===== config.mk =====
export PLATFORM = sky130hd
export DESIGN_NAME = capture_sequencer
export DESIGN_NICKNAME = d
export VERILOG_FILES = /design/src/rtl/capture_seq_pkg.sv /design/src/rtl/vsync_edge_detect.sv /design/src/rtl/capture_sequencer.sv
export SDC_FILE = /design/constraint.sdc
export NUM_CORES = 1
export LEC_CHECK = 0
export ABC_AREA = 1
export CAP_MARGIN = 25
export CORE_UTILIZATION = 50
export CTS_BUF_LIST = sky130_fd_sc_hd__clkbuf_8
export CTS_CLUSTER_DIAMETER = 200
export DETAILED_ROUTE_END_ITERATION = 8
export HOLD_SLACK_MARGIN = 0.03
export PLACE_DENSITY = 0.79
export SKIP_LAST_GASP = 1
export SLEW_MARGIN = 20
export SYNTH_ARGS = -nofsm -noshare
export SYNTH_HDL_FRONTEND = slang
export SYNTH_SLANG_ARGS = --single-unit

===== constraint.sdc =====
create_clock -name clock -period 3.7 [get_ports clock]
set_clock_uncertainty 0.1 [all_clocks]
set_input_delay 0.37 -clock clock [delete_from_list [all_inputs] [get_ports clock]]
set_output_delay 0.37 -clock clock [all_outputs]
set_load 0.005 [all_outputs]

===== src/rtl/capture_seq_pkg.sv =====
// capture_seq_pkg
//   Shared definitions for the capture sequencer: FSM state encoding,
//   counter widths and the default values of the top-level parameters.
package capture_seq_pkg;

    typedef enum logic [2:0] {
        ST_INIT    = 3'd0,
        ST_IDLE    = 3'd1,
        ST_SYNC    = 3'd2,
        ST_CAPTURE = 3'd3,
        ST_DONE    = 3'd4
    } state_e;

    localparam int BYTE_CNT_W  = 15;
    localparam int FRAME_CNT_W = 16;

    localparam int DEF_SKIP_FRAMES    = 1;
    localparam int DEF_FRAME_BYTES    = 19200;
    localparam int DEF_TIMEOUT_CYCLES = 24000000;

endpackage


===== src/rtl/vsync_edge_detect.sv =====
// vsync_edge_detect
//   Keeps a one-cycle registered copy of vsync and compares the live level
//   against it to produce single-cycle rise/fall pulses.
//
// Ports
//   clock_i  in   system clock, rising edge
//   reset_i  in   synchronous active-high reset, clears the registered copy
//   vsync_i  in   frame-active level
//   rise_o   out  1 in the first cycle vsync is seen high
//   fall_o   out  1 in the first cycle vsync is seen low
module vsync_edge_detect (
    input  logic clock_i,
    input  logic reset_i,
    input  logic vsync_i,
    output logic rise_o,
    output logic fall_o
);

    logic vsync_q;

    always_ff @(posedge clock_i) begin
        if (reset_i) begin
            vsync_q <= 1'b0;
        end else begin
            vsync_q <= vsync_i;
        end
    end

    assign rise_o = vsync_i & ~vsync_q;
    assign fall_o = ~vsync_i & vsync_q;

endmodule


===== src/rtl/capture_sequencer.sv =====
// capture_sequencer
//   Gates a camera pixel byte stream so that exactly one whole frame is
//   forwarded per arm request (or per frame slot in continuous mode), after
//   discarding SKIP_FRAMES complete frames. Bytes beyond FRAME_BYTES in a
//   frame are dropped.
//
//   Optional build macro: CAPTURE_SEQ_TIMEOUT_EN adds a watchdog that aborts
//   SYNC/CAPTURE after TIMEOUT_CYCLES cycles and raises a sticky timeout.
//   Without it, timeout is tied low and no watchdog counter exists.
//
// Ports
//   clock           in   system clock, rising edge
//   reset           in   synchronous active-high reset
//   init_busy       in   camera init sequencer busy level
//   arm             in   single-shot capture request (level)
//   continuous      in   re-arm automatically after each frame
//   vsync           in   frame-active level (rise = start, fall = end)
//   data_in_valid   in   pixel byte strobe
//   data_in[7:0]    in   pixel byte
//   buf_ready       in   output buffer can take a full frame
//   data_out_valid  out  gated pixel strobe, 1 cycle after data_in_valid
//   data_out[7:0]   out  gated pixel byte, 0 when not valid
//   capturing       out  high while in CAPTURE
//   frame_done      out  one-cycle pulse per completed captured frame
//   timeout         out  sticky watchdog flag
//   frame_count     out  completed captured frames, wraps
//   byte_count      out  bytes forwarded in current/last frame, saturating
module capture_sequencer
    import capture_seq_pkg::*;
#(
    parameter int SKIP_FRAMES    = DEF_SKIP_FRAMES,
    parameter int FRAME_BYTES    = DEF_FRAME_BYTES,
    parameter int TIMEOUT_CYCLES = DEF_TIMEOUT_CYCLES
) (
    input  logic        clock,
    input  logic        reset,
    input  logic        init_busy,
    input  logic        arm,
    input  logic        continuous,
    input  logic        vsync,
    input  logic        data_in_valid,
    input  logic [7:0]  data_in,
    input  logic        buf_ready,
    output logic        data_out_valid,
    output logic [7:0]  data_out,
    output logic        capturing,
    output logic        frame_done,
    output logic        timeout,
    output logic [15:0] frame_count,
    output logic [14:0] byte_count
);

    localparam int SKIP_W = (SKIP_FRAMES > 0) ? $clog2(SKIP_FRAMES + 1) : 1;
    localparam logic [SKIP_W-1:0]     SKIP_LOAD   = SKIP_W'(SKIP_FRAMES);
    localparam logic [BYTE_CNT_W-1:0] BYTE_LIMIT  = BYTE_CNT_W'(FRAME_BYTES);

    state_e                   state_q;
    logic                     busy_seen_q;
    logic                     in_frame_q;
    logic [SKIP_W-1:0]        skip_q;
    logic [BYTE_CNT_W-1:0]    byte_cnt_q;
    logic [FRAME_CNT_W-1:0]   frame_cnt_q;
    logic                     dout_vld_q;
    logic [7:0]               dout_q;
    logic                     capturing_q;
    logic                     frame_done_q;
    logic                     vs_rise;
    logic                     vs_fall;

    vsync_edge_detect u_vsync_edge (
        .clock_i (clock),
        .reset_i (reset),
        .vsync_i (vsync),
        .rise_o  (vs_rise),
        .fall_o  (vs_fall)
    );

`ifdef CAPTURE_SEQ_TIMEOUT_EN
    localparam int WD_W = $clog2(TIMEOUT_CYCLES + 1);
    localparam logic [WD_W-1:0] WD_LAST = WD_W'(TIMEOUT_CYCLES - 1);
    logic [WD_W-1:0] wd_q;
    logic            timeout_q;
`endif

    always_ff @(posedge clock) begin
        if (reset) begin
            state_q      <= ST_INIT;
            busy_seen_q  <= 1'b0;
            in_frame_q   <= 1'b0;
            skip_q       <= '0;
            byte_cnt_q   <= '0;
            frame_cnt_q  <= '0;
            dout_vld_q   <= 1'b0;
            dout_q       <= '0;
            capturing_q  <= 1'b0;
            frame_done_q <= 1'b0;
`ifdef CAPTURE_SEQ_TIMEOUT_EN
            wd_q         <= '0;
            timeout_q    <= 1'b0;
`endif
        end else begin
            // Output strobes default low; data_out is forced to 0 when idle.
            frame_done_q <= 1'b0;
            dout_vld_q   <= 1'b0;
            dout_q       <= '0;
`ifdef CAPTURE_SEQ_TIMEOUT_EN
            if (state_q == ST_SYNC || state_q == ST_CAPTURE) begin
                wd_q <= wd_q + WD_W'(1);
            end
`endif
            case (state_q)
                ST_INIT: begin
                    // Leave only after a full busy high->low cycle.
                    if (init_busy) begin
                        busy_seen_q <= 1'b1;
                    end else if (busy_seen_q) begin
                        state_q <= ST_IDLE;
                    end
                end

                ST_IDLE: begin
                    if ((arm || continuous) && buf_ready) begin
                        state_q    <= ST_SYNC;
                        skip_q     <= SKIP_LOAD;
                        // A frame already running at entry has no rise seen
                        // here, so its falling edge is ignored below.
                        in_frame_q <= 1'b0;
`ifdef CAPTURE_SEQ_TIMEOUT_EN
                        wd_q       <= '0;
`endif
                    end
                end

                ST_SYNC: begin
                    if (vs_rise) begin
                        if (skip_q == '0) begin
                            state_q     <= ST_CAPTURE;
                            capturing_q <= 1'b1;
                            byte_cnt_q  <= '0;
`ifdef CAPTURE_SEQ_TIMEOUT_EN
                            wd_q        <= '0;
`endif
                        end else begin
                            in_frame_q <= 1'b1;
                        end
                    end else if (vs_fall && in_frame_q) begin
                        in_frame_q <= 1'b0;
                        skip_q     <= skip_q - SKIP_W'(1);
                    end
                end

                ST_CAPTURE: begin
                    // A byte on the frame-end cycle is still forwarded.
                    if (data_in_valid && (byte_cnt_q < BYTE_LIMIT)) begin
                        dout_vld_q <= 1'b1;
                        dout_q     <= data_in;
                        byte_cnt_q <= byte_cnt_q + BYTE_CNT_W'(1);
                    end
                    if (vs_fall) begin
                        state_q      <= ST_DONE;
                        capturing_q  <= 1'b0;
                        frame_done_q <= 1'b1;
                        frame_cnt_q  <= frame_cnt_q + FRAME_CNT_W'(1);
                    end
                end

                ST_DONE: begin
                    state_q <= ST_IDLE;
                end

                default: begin
                    state_q <= ST_INIT;
                end
            endcase
`ifdef CAPTURE_SEQ_TIMEOUT_EN
            // Watchdog expiry overrides any transition decided above,
            // including a frame end on the same cycle.
            if ((state_q == ST_SYNC || state_q == ST_CAPTURE) && (wd_q == WD_LAST)) begin
                timeout_q    <= 1'b1;
                state_q      <= ST_IDLE;
                capturing_q  <= 1'b0;
                frame_done_q <= 1'b0;
                frame_cnt_q  <= frame_cnt_q;
            end
`endif
        end
    end

    assign data_out_valid = dout_vld_q;
    assign data_out       = dout_q;
    assign capturing      = capturing_q;
    assign frame_done     = frame_done_q;
    assign frame_count    = frame_cnt_q;
    assign byte_count     = byte_cnt_q;

`ifdef CAPTURE_SEQ_TIMEOUT_EN
    assign timeout = timeout_q;
`else
    // Watchdog compiled out: the flag is a constant low.
    assign timeout = (TIMEOUT_CYCLES < 0) ? 1'b1 : 1'b0;
`endif

endmodule


==> After elaboration in Yosys (flattened, before gate mapping) <==
Index checks and enable logic that the tools add are counted.
{ "op_classes": {"add_sub_neg": 3, "magnitude_cmp": 1, "eq_ne": 15, "n_mux": 26, "bitwise_logic": 6, "n_reduce_logical": 16} }
{ "ops": {"columns": ["op", "n"], "rows": [
  ["$mux W15", 3],
  ["$pmux W15 S2", 1],
  ["$mux W3", 6],
  ["$add A16 B1 Y16 const B", 1],
  ["$ne A2 B2 Y1 const B", 8],
  ["$reduce_and A4 Y1", 4],
  ["$add A15 B1 Y15 const B", 1],
  ["$lt A15 B15 Y1 const B", 1],
  ["$pmux W3 S5", 1],
  ["$mux W1", 12],
  ["$eq A3 B2 Y1 const B", 2],
  ["$pmux W1 S2", 3],
  ["$reduce_and A6 Y1", 1],
  ["$not A1 Y1", 4],
  ["$reduce_and A2 Y1", 2],
  ["$reduce_bool A2 Y1", 2],
  ["$eq A3 B1 Y1 const B", 1],
  ["$eq A3 B3 Y1 const B", 1],
  ["$logic_and A1 B1 Y1", 3],
  ["$logic_not A3 Y1", 1],
  ["$ne A3 B2 Y1 const B", 1],
  ["$ne A3 B3 Y1 const B", 1],
  ["$reduce_or A3 Y1", 1],
  ["$and A1 B1 Y1", 2],
  ["other kinds (4)", 4]
]} }
{ "word_totals": {"register_bits": 49, "output_inout_bits": 43, "elab_cells": 78} }

==> Depth between registers and ports, before layout <==
Gate-level depths: netlist (run 1).
{ "depth": {"depth_word": 6, "depth_mapped": 9, "ltp_nobuf": 9} }

==> Cells and area by module <==
Synthesis (run 1) repeated with hierarchy kept, for this count alone.
{ "unflattened": {"hier_cells": 374, "area_unflattened_um2": 2459.9} }
{ "modules_own_cells": {"columns": ["module", "n_inst", "cells_per_inst", "area_each_um2", "seq_area_each_um2"], "rows": [
  ["capture_sequencer", 1, 368, 2421.1, 960.9],
  ["vsync_edge_detect", 1, 6, 38.8, 20.0]
]} }

==> Least setup slack after synthesis (run 1) <==
OpenSTA, ideal clock, no wires.
{ "synth_timing": {"path_kind": "register -> register", "startpoint": "register frame_cnt_q[1] (netlist: frame_count[1])", "endpoint": "register frame_cnt_q[10] (netlist: frame_count[10])", "setup_ns": 0.116, "arrival_ns": 1.273, "path_slack_ns": 2.211, "stages_incl_launch_ff": 9, "period_less_slack_ns": 1.489, "path_cell_list": "dfxtp_1 ha_1 nand2_1 nor2_1 nand2_4 nor2_4 nand2_2 o21ai_0 nor2_1"} }
{ "synth_between": {"elab_chain_cells": 1} }
{ "synth_lines": {"columns": ["element", "line_no", "text"], "rows": [
  ["start, declared", "capture_sequencer.sv:62", "logic [FRAME_CNT_W-1:0] frame_cnt_q;"],
  ["start signal, assigned", "capture_sequencer.sv:163", "frame_cnt_q <= frame_cnt_q + FRAME_CNT_W'(1);"],
  ["$add A16 B1 Y16", "capture_sequencer.sv:163", null]
]} }
Every way passes these cells.
A chain may end at the register's enable or synchronous reset.

==> summary.txt, run 1 <==
Crit path max fanout = 17
Cts bufs inserted = 5
Nets = 443
Pin count of the biggest net entering global routing = 24
Clock power frac = 0.313
Post-DR wirelength/cell = 10.75 µm
Die X = 72.57 µm
Gate Count Post-Synth = 366
Syn_area_per_cell = 6.803 µm²
Post-synthesis sequential area ratio = 0.3940
Starting Density = 0.5237
Clock transition at the registers of the reported paths = 0.10 ns
Fmax = 541.0 MHz
Sw frac = 0.3020
EDFF count, synth = 0
Period utilization = 0.4996
WL final = 5301 µm
Max Cap Viol = 0
DRT iter0 DRCs = 172
Internal power = 0.8548 mW
Flops & latches, synth = 49
Setup Fix Bufs, Post-CTS = 0
Total core area = 4755 µm²
RePlAce Congestion = 0.8203
CTS H-tree depth = 2
Hold slack final = 0.3587 ns
GR Overflow Total = 0
Synth async-reset ratio = 0
R2R setup slack = 2.01 ns
R2R depth = 8
Die area = 5266 µm²
NetSw = 0.3698 mW
Post-DR vias/cell = 4.895
Gr usage total = 0.2146
Slew Limit Fails = 0
Detail Route Antenna Nets = 0
Number of antenna violations at the first check in global routing = 0
Most common cell after layout, fill and taps aside = nand2_1
Root Buffer = clkbuf_8
First-pass GRT wire length = 9004 µm
Worst setup path class = in -> reg
Vias = 2413
Final setup viols = 0
Maximum vdd drop = 214.4 µV
Most frequent cells in the layout = 96 x nand2_1, 67 x nor2_1, 57 x clkdlybuf4s50_1, 50 x inv_1, 49 x dfxtp_1
N_diodes = 0
Total I/O pin count = 59
Status = complete, no violations
DRT Pass-1 Iters = 4
Type of origin of the critical path = primary input
Final Cell Area = 3222 µm²
Warnings from Yosys = 0
Worst hold path type = reg -> reg
Worst setup margin = 1.852 ns
Placed cell areas = 3110 µm²
Prevailing post-synth register cell = dfxtp_1
Critical path required time = 3.84 ns
RSZ-0062 raised after global routing = false
Max clock buf depth = 2
Share of cells above drive strength 1 = 0.08685
P_leak = 1.286 nW
Mapped Nets = 384
Hold depth = 2
Finished Layout Cells = 493
Post-DP HPWL = 3864 µm
Post-Syn Area = 2490 µm²
Placed insts = 485
TritonCTS sink count = 49
Synth-to-layout area growth = 29.40%
Cell Pwr Density = 380.1 nW/µm²
WP data arrival = 1.99 ns
Skew-Pair Late Insertion Delay = 0.30 ns
CTS tree = built
Logic pwr share = 0.211
DRC = 0
IO Port Bufs = 57
Place WS = 1.531 ns
Cell row count = 25
Setup TNS = 0 ns
Fin. Hold Viols = 0
Worst Setup End Kind = flop
Count of cell types in the netlist = 35
Post_cts resized = 0
Sequential Power Share = 0.476
Cts hold-fix bufs = 0
Tmin final = 1.848 ns
Die Height = 72.57 µm
Vias in the first global route = 2123
-- registers in the layout, indices dropped and copies added (netlist names), 3 cells and up --
| signal | flops |
|---|---|
| state_q | 3 |
| frame_count | 16 |
| data_out | 8 |
| byte_count | 15 |
-- synthesized netlist by cell type (2+ instances only) --
| library cell | n | area (µm²) |
|---|---|---|
| inv_1 | 49 | 183.9 |
| nand3_4 | 2 | 35.03 |
| o21a_1 | 2 | 15.01 |
| o21ai_0 | 8 | 40.04 |
| a21oi_1 | 16 | 80.08 |
| nor3_1 | 6 | 30.03 |
| nand3_1 | 22 | 110.1 |
| nand2_2 | 2 | 12.51 |
| a21oi_2 | 4 | 35.03 |
| buf_6 | 2 | 22.52 |
| nor2_1 | 67 | 251.5 |
| inv_2 | 3 | 11.26 |
| nand3_2 | 3 | 30.03 |
| nand2_1 | 96 | 360.4 |
| nor2_4 | 2 | 22.52 |
| dfxtp_1 | 49 | 980.9 |
| nand4_1 | 5 | 31.28 |
| clkbuf_1 | 2 | 7.510 |
| nor3_2 | 3 | 30.03 |
| ha_1 | 2 | 25.02 |
| nand2_4 | 4 | 45.04 |
| nor2_2 | 4 | 25.02 |
-- worst paths after layout --
check                             start                          end
max reg2reg  byte_count[1]$_SDFFE_PP0P_  byte_count[10]$_SDFFE_PP0P_
max                               reset   byte_count[4]$_SDFFE_PP0P_
min            busy_seen_q$_SDFFE_PP0P_     busy_seen_q$_SDFFE_PP0P_
min reg2reg    busy_seen_q$_SDFFE_PP0P_     busy_seen_q$_SDFFE_PP0P_
-- kinds of logic after synthesis --
logic type | after synthesis | share of synthesized area
xor+xnor | 2 | 0.007036
other cells | 1 | 0.001506
fa+ha+maj | 2 | 0.01005
flops | 49 | 0.3940
compound gates | 33 | 0.07588
simple gates | 221 | 0.4166
buf+inv | 58 | 0.09498
-- per-layer routing --
| metal | wire, µm | vias up | GRT usage |
|---|---|---|---|
| met4 | 80 | 0 | 0.07190 |
| met5 | 0 | - | 0 |
| li1 | - | 1255 | - |
| met1 | 2524 | 1090 | 0.2760 |
| met3 | 274 | 10 | 0.05417 |
| met2 | 2422 | 58 | 0.3510 |
-- cell type report --
class | instances | area (µm²)
clock buffers | 5 | 68.82
repair buffers | 58 | 578.1
multi-input cells | 259 | 1272
well taps | 67 | 83.83
fillers | 438 | 1533
clock inverters | 3 | 42.54
inverters | 52 | 195.2
flip-flops and latches | 49 | 980.9
-- critical path: stages --
cell	delay (ns)
clkdlybuf4s50_1	0.40
buf_4	0.21
inv_1	0.36
nand2_1	0.29
inv_1	0.20
nand2_1	0.07
nor2_1	0.08
-- power by group through the flow --
stage	Sequential (mW)	Clock, mW	Combinational, mW
CTS	0.583	0.391	0.258
floorplan	0.591	0	0.199
global placement	0.593	0	0.251
finish	0.583	0.384	0.258
detailed placement	0.595	0	0.256
global route	0.586	0.413	0.290
-- metrics by stage --
| step | power (mW) | utilization |
|---|---|---|
| floorplan | 0.7899 | - |
| global placement | 0.8433 | 0.6542 |
| detailed placement | 0.8504 | 0.6542 |
| CTS | 1.232 | 0.6776 |
| global route | 1.289 | 0.6776 |
| finish | 1.225 | 0.6776 |
(Power assumes the default switching activity.)
==> run 2, diff against run 1 <==
clock period = 1.87 ns   (was 3.7 ns; I/O delays follow)
==> summary.txt, run 2 (synthesized netlist as in run 1, its figures left out) <==
Vias in the first global route = 2114 (-0.42%)
Detail Route Antenna Nets = 0 (unchanged)
Crit path max fanout = 5 (-12)
Fmax = 594.2 MHz
WP data arrival = 1.83 ns (-0.16 ns)
Fin. Hold Viols = 0 (unchanged)
Cts bufs inserted = 5 (unchanged)
Die area = 5266 µm² (unchanged)
Post-DP HPWL = 4013 µm (+3.8%)
Die Height = 72.57 µm (unchanged)
Max Cap Viol = 0 (unchanged)
Max clock buf depth = 2 (unchanged)
Status = complete, no violations
Max reg flops = 16 (unchanged)
RSZ-0062 raised after global routing = false
Finished Layout Cells = 499 (+1.2%)
RePlAce Congestion = 0.8625 (+5.1%)
Worst hold path type = in -> reg
DRC = 0 (unchanged)
Post-DR vias/cell = 4.848 (-0.96%)
Worst path slowest cell = dfxtp_1
Tmin final = 1.683 ns
Clock transition at the registers of the reported paths = 0.09 ns (about the same)
Final setup viols = 0 (unchanged)
Worst Setup End Kind = flop
GR Overflow Total = 0 (unchanged)
Worst setup path class = reg -> reg
CTS tree = built
CTS H-tree depth = 2 (unchanged)
Crit path max-delay family = simple AND/OR/NAND/NOR gates
Largest stage delay, worst path = 0.40 ns (about the same)
Root Buffer = clkbuf_8
Number of antenna violations at the first check in global routing = 0 (unchanged)
Critical path required time = 2.02 ns (-1.82 ns)
CP bufs+invs = 0 (-4)
Most common cell after layout, fill and taps aside = nand2_1
Pin count of the biggest net entering global routing = 24 (unchanged)
Launch point of the worst path = byte_count[1]$_SDFFE_PP0P_
P_leak = 1.307 nW (+1.7%)
Hold path startpoint = data_in[0]
Total I/O pin count = 59 (unchanged)
Placed insts = 491 (+1.2%)
DRT iter0 DRCs = 104 (-40%)
First-pass GRT wire length = 9045 µm (+0.46%)
Worst reg2reg startpoint = byte_count[1]$_SDFFE_PP0P_
Nets = 449 (+1.4%)
Most frequent cells in the layout = 96 x nand2_1, 67 x nor2_1, 57 x clkdlybuf4s50_1, 49 x inv_1, 49 x dfxtp_1
Critical Path, Cell by Cell = ha_1 -> nand2_1 -> nor2_2 -> nand2_1 -> nor3_2 -> nand2_1 -> nand2_1 -> nand2_1 -> nor2_1
Gr usage total = 0.2157 (+0.001156)
Starting Density = 0.5237 (unchanged)
Type of origin of the critical path = flop
Vias = 2419 (+0.25%)
Share of cells above drive strength 1 = 0.1042 (+0.01731)
Most used cell, CP = nand2_1
Total core area = 4755 µm² (unchanged)
Period utilization = 0.8999
Die X = 72.57 µm (unchanged)
WL final = 5371 µm (+1.3%)
DRT Pass-1 Iters = 4 (unchanged)
Skew-Pair Late Insertion Delay = 0.30 ns (about the same)
Post-DR wirelength/cell = 10.76 µm (+0.10%)
Slew Limit Fails = 0 (unchanged)
Fillers = 420 (-4.1%)
TritonCTS sink count = 49 (unchanged)
Synth-to-layout area growth = 30.95%
IO Port Bufs = 57 (unchanged)
Cts hold-fix bufs = 0 (unchanged)
Setup TNS = 0 ns (unchanged)
Cell row count = 25 (unchanged)
Cell Pwr Density = 722.5 nW/µm² (+90%)
Maximum vdd drop = 456.3 µV (+110%)
N_diodes = 0 (unchanged)
## run 2: changes by cell type in the layout (fill, tap and decap cells not counted)
cell,previous run,this run
bufinv_16,1,0
nor3_1,6,5
buf_4,1,7
inv_6,0,1
inv_1,50,49
nor3_2,3,4
clkbuf_8,5,6
## run 2: worst paths after layout
check,cells after the start,to,slack [ns]
worst max register to register,9,byte_count[10]$_SDFFE_PP0P_,0.19
worst min register to register,2,busy_seen_q$_SDFFE_PP0P_,0.36
worst min-delay path,3,data_out[0]$_SDFF_PP0_,0.29
worst max-delay path,9,byte_count[10]$_SDFFE_PP0P_,0.19
## run 2: metal layers
metal	routed length [µm]	track usage
met4	56	0.06318
met5	0	0
met3	338	0.06111
met2	2512	0.3562
met1	2463	0.2740
## run 2: cell type report
| type | instances | area [µm²] | share of cell area |
|---|---|---|---|
| timing repair buffer | 64 | 623.1 | 0.1911 |
| clock inverter | 2 | 17.52 | 0.005372 |
| tap | 67 | 83.83 | 0.02571 |
| clock buffer | 6 | 82.58 | 0.02533 |
| sequential | 49 | 980.9 | 0.3008 |
| inverter | 52 | 195.2 | 0.05986 |
| multi-input combinational | 259 | 1277 | 0.3918 |
## run 2: timing repair
action / 4_1_cts / 5_1_grt
setup buffers: 0 / 0
gates resized for setup: 0 / 1
endpoints found under the setup margin: 0 / 1
hold endpoints to repair: 0 / 0
## run 2: worst reg2reg max path, cell delays in order (launching register included)
cell and delay (ns):
dfxtp_1 0.40, ha_1 0.25, nand2_1 0.08, nor2_2 0.18
nand2_1 0.12, nor3_2 0.22, nand2_1 0.09, nand2_1 0.06
nand2_1 0.05, nor2_1 0.07
## run 2: per-stage QoR
| step | hold slack [ns] | util | setup WS [ns] | power (mW) | area (µm²) |
|---|---|---|---|---|---|
| 6_report | 0.2910 | 0.6858 | 0.1871 | 2.356 | 3261 |
| 2_1_floorplan | 0.1992 | - | 0.3814 | 1.563 | 2490 |
| 4_1_cts | 0.2833 | 0.6847 | 0.1627 | 2.376 | 3256 |
| 3_5_place_dp | 0.3468 | 0.6637 | 0.08258 | 1.698 | 3156 |
| 5_1_grt | 0.2876 | 0.6858 | 0.01681 | 2.505 | 3261 |
| 3_3_place_gp | 0.3391 | 0.6637 | 0.1185 | 1.679 | 3156 |
## run 2: report_power, final
| part | leakage, nW | internal, mW | total [mW] | switching (mW) |
|---|---|---|---|---|
| sequential | 0.396 | 1.10 | 1.15 | 0.0541 |
| clock | 0.0518 | 0.307 | 0.677 | 0.369 |
| combinational | 0.860 | 0.207 | 0.524 | 0.318 |
==> run 3, diff against run 2 <==
PLACE_DENSITY = 0.8   (was 0.79)
==> summary.txt, run 3 (synthesized netlist as in run 1, its figures left out) <==
Status = complete, no violations
GR Overflow Total = 0 (unchanged)
Pin count of the biggest net entering global routing = 24 (unchanged)
Post-DR vias/cell = 4.898 (+1.0%)
Cell row count = 25 (unchanged)
Starting Density = 0.5237 (unchanged)
Nets = 448 (-0.22%)
DRT Pass-1 Iters = 4 (unchanged)
Detail Route Antenna Nets = 0 (unchanged)
Post-DR wirelength/cell = 11.01 µm (+2.3%)
RePlAce Congestion = 0.8204 (-4.9%)
Worst path slowest cell = dfxtp_1
Crit path max fanout = 5 (unchanged)
Max reg flops = 16 (unchanged)
RSZ-0062 raised after global routing = true
Gr usage total = 0.2199 (+0.004220)
Place WS = 0.07783 ns (-0.004756 ns)
Fmax = 592.7 MHz (-0.25%)
Maximum vdd drop = 464.4 µV (+1.8%)
Total core area = 4755 µm² (unchanged)
Most frequent cells in the layout = 96 x nand2_1, 67 x nor2_1, 57 x clkdlybuf4s50_1, 49 x inv_1, 49 x dfxtp_1
R2R depth = 8 (-1)
Post-DP HPWL = 3978 µm (-0.87%)
First-pass GRT wire length = 9114 µm (+0.76%)
Tmin final = 1.687 ns (+0.004247 ns)
Number of antenna violations at the first check in global routing = 0 (unchanged)
Largest stage delay, worst path = 0.40 ns (about the same)
Max clock buf depth = 2 (unchanged)
DRT iter0 DRCs = 151 (+45%)
Share of cells above drive strength 1 = 0.1021 (-0.002078)
Skew-Pair Late Insertion Delay = 0.30 ns (about the same)
WL final = 5484 µm (+2.1%)
Cts bufs inserted = 5 (unchanged)
DRC = 0 (unchanged)
Worst hold path type = in -> reg
CTS tree = built
WP data arrival = 1.79 ns (-0.04 ns)
Critical path required time = 1.98 ns (-0.04 ns)
Die Height = 72.57 µm (unchanged)
IO Port Bufs = 57 (unchanged)
Synth-to-layout area growth = 32.26%
Die X = 72.57 µm (unchanged)
Worst setup margin = 0.1828 ns (-0.004247 ns)
Placed cell areas = 3148 µm² (-0.24%)
Final Cell Area = 3293 µm² (+1.0%)
TritonCTS sink count = 49 (unchanged)
Critical Path, Cell by Cell = ha_1 -> nand2_1 -> nor2_2 -> nand2_1 -> nor3_4 -> nand3_1 -> nand2_1 -> nor2_1
Final setup viols = 0 (unchanged)
Die area = 5266 µm² (unchanged)
N_diodes = 0 (unchanged)
Vias in the first global route = 2173 (+2.8%)
Final Power = 2.558 mW (+8.6%)
Cell Pwr Density = 776.8 nW/µm² (+7.5%)
Most used cell, CP = nand2_1
Placed insts = 490 (-0.20%)
Vias = 2439 (+0.83%)
CTS H-tree depth = 2 (unchanged)
Most common cell after layout, fill and taps aside = nand2_1
Type of origin of the critical path = flop
Worst Setup End Kind = flop
Max Cap Viol = 0 (unchanged)
Clock transition at the registers of the reported paths = 0.09 ns (about the same)
Total I/O pin count = 59 (unchanged)
Hold slack final = 0.2935 ns (+0.002536 ns)
Period utilization = 0.9022 (+0.002271)
Hold depth = 3 (unchanged)
Slew Limit Fails = 0 (unchanged)
Worst setup path class = reg -> reg
Finished Layout Cells = 498 (-0.20%)
Root Buffer = clkbuf_8
Fin. Hold Viols = 0 (unchanged)
P_leak = 1.335 nW (+2.1%)
[run 3: cell count changes in the layout (fill, tap and decap cells not counted)]
| cell | change |
|---|---|
| nor3_4 | +1 |
| buf_4 | -1 |
| clkbuf_8 | -1 |
| clkinv_2 | +1 |
| inv_6 | -1 |
| bufinv_16 | +2 |
| clkinv_4 | -1 |
| nor3_2 | -1 |
[run 3: cell type report]
class                      count  area [µm²]
multi-input combinational    259        1284
clock inverter                 3       65.06
inverter                      52       195.2
sequential                    49       980.9
clock buffer                   5       68.82
timing repair buffer          63       615.6
fill                         426        1461
tap                           67       83.83
[run 3: worst paths after layout]
check                             startpoint                           to  slack [ns]
setup / recovery  byte_count[1]$_SDFFE_PP0P_  byte_count[10]$_SDFFE_PP0P_        0.18
hold / removal                    data_in[1]       data_out[1]$_SDFF_PP0_        0.29
setup reg to reg  byte_count[1]$_SDFFE_PP0P_  byte_count[10]$_SDFFE_PP0P_        0.18
hold reg to reg     busy_seen_q$_SDFFE_PP0P_     busy_seen_q$_SDFFE_PP0P_        0.36
[run 3: repair_timing]
action,4_1_cts,5_1_grt
endpoints found under the setup margin,0,2
gates resized for setup,0,2
setup buffers,0,0
hold buffers,0,0
[run 3: report_power, final]
| part | internal (mW) | switching (mW) | total [mW] |
|---|---|---|---|
| sequential | 1.10 | 0.0491 | 1.15 |
| clock | 0.531 | 0.361 | 0.892 |
| combinational | 0.205 | 0.312 | 0.517 |
| total | 1.84 | 0.722 | 2.56 |
[run 3: layer usage]
layer | track usage | vias to the layer above | routed length (µm)
li1 | - | 1264 | -
met1 | 0.2698 | 1097 | 2524
met2 | 0.3634 | 65 | 2587
met3 | 0.05417 | 13 | 263
met4 | 0.1002 | 0 | 108
met5 | 0 | - | 0
[run 3: worst max-delay path: cells and delay by family (launching register included)]
kind	cells	cell delay, ns
AND/OR/NAND/NOR	7	0.85
flip-flops	1	0.40
adder cells (fa/ha/maj)	1	0.24
[run 3: through the flow]
step | utilization | TNS [ns]
final | 0.6926 | 0
after CTS | 0.6903 | 0
after detailed placement | 0.6621 | 0
after floorplan | - | 0
after global placement | 0.6621 | 0
after global routing | 0.6926 | -0.03489
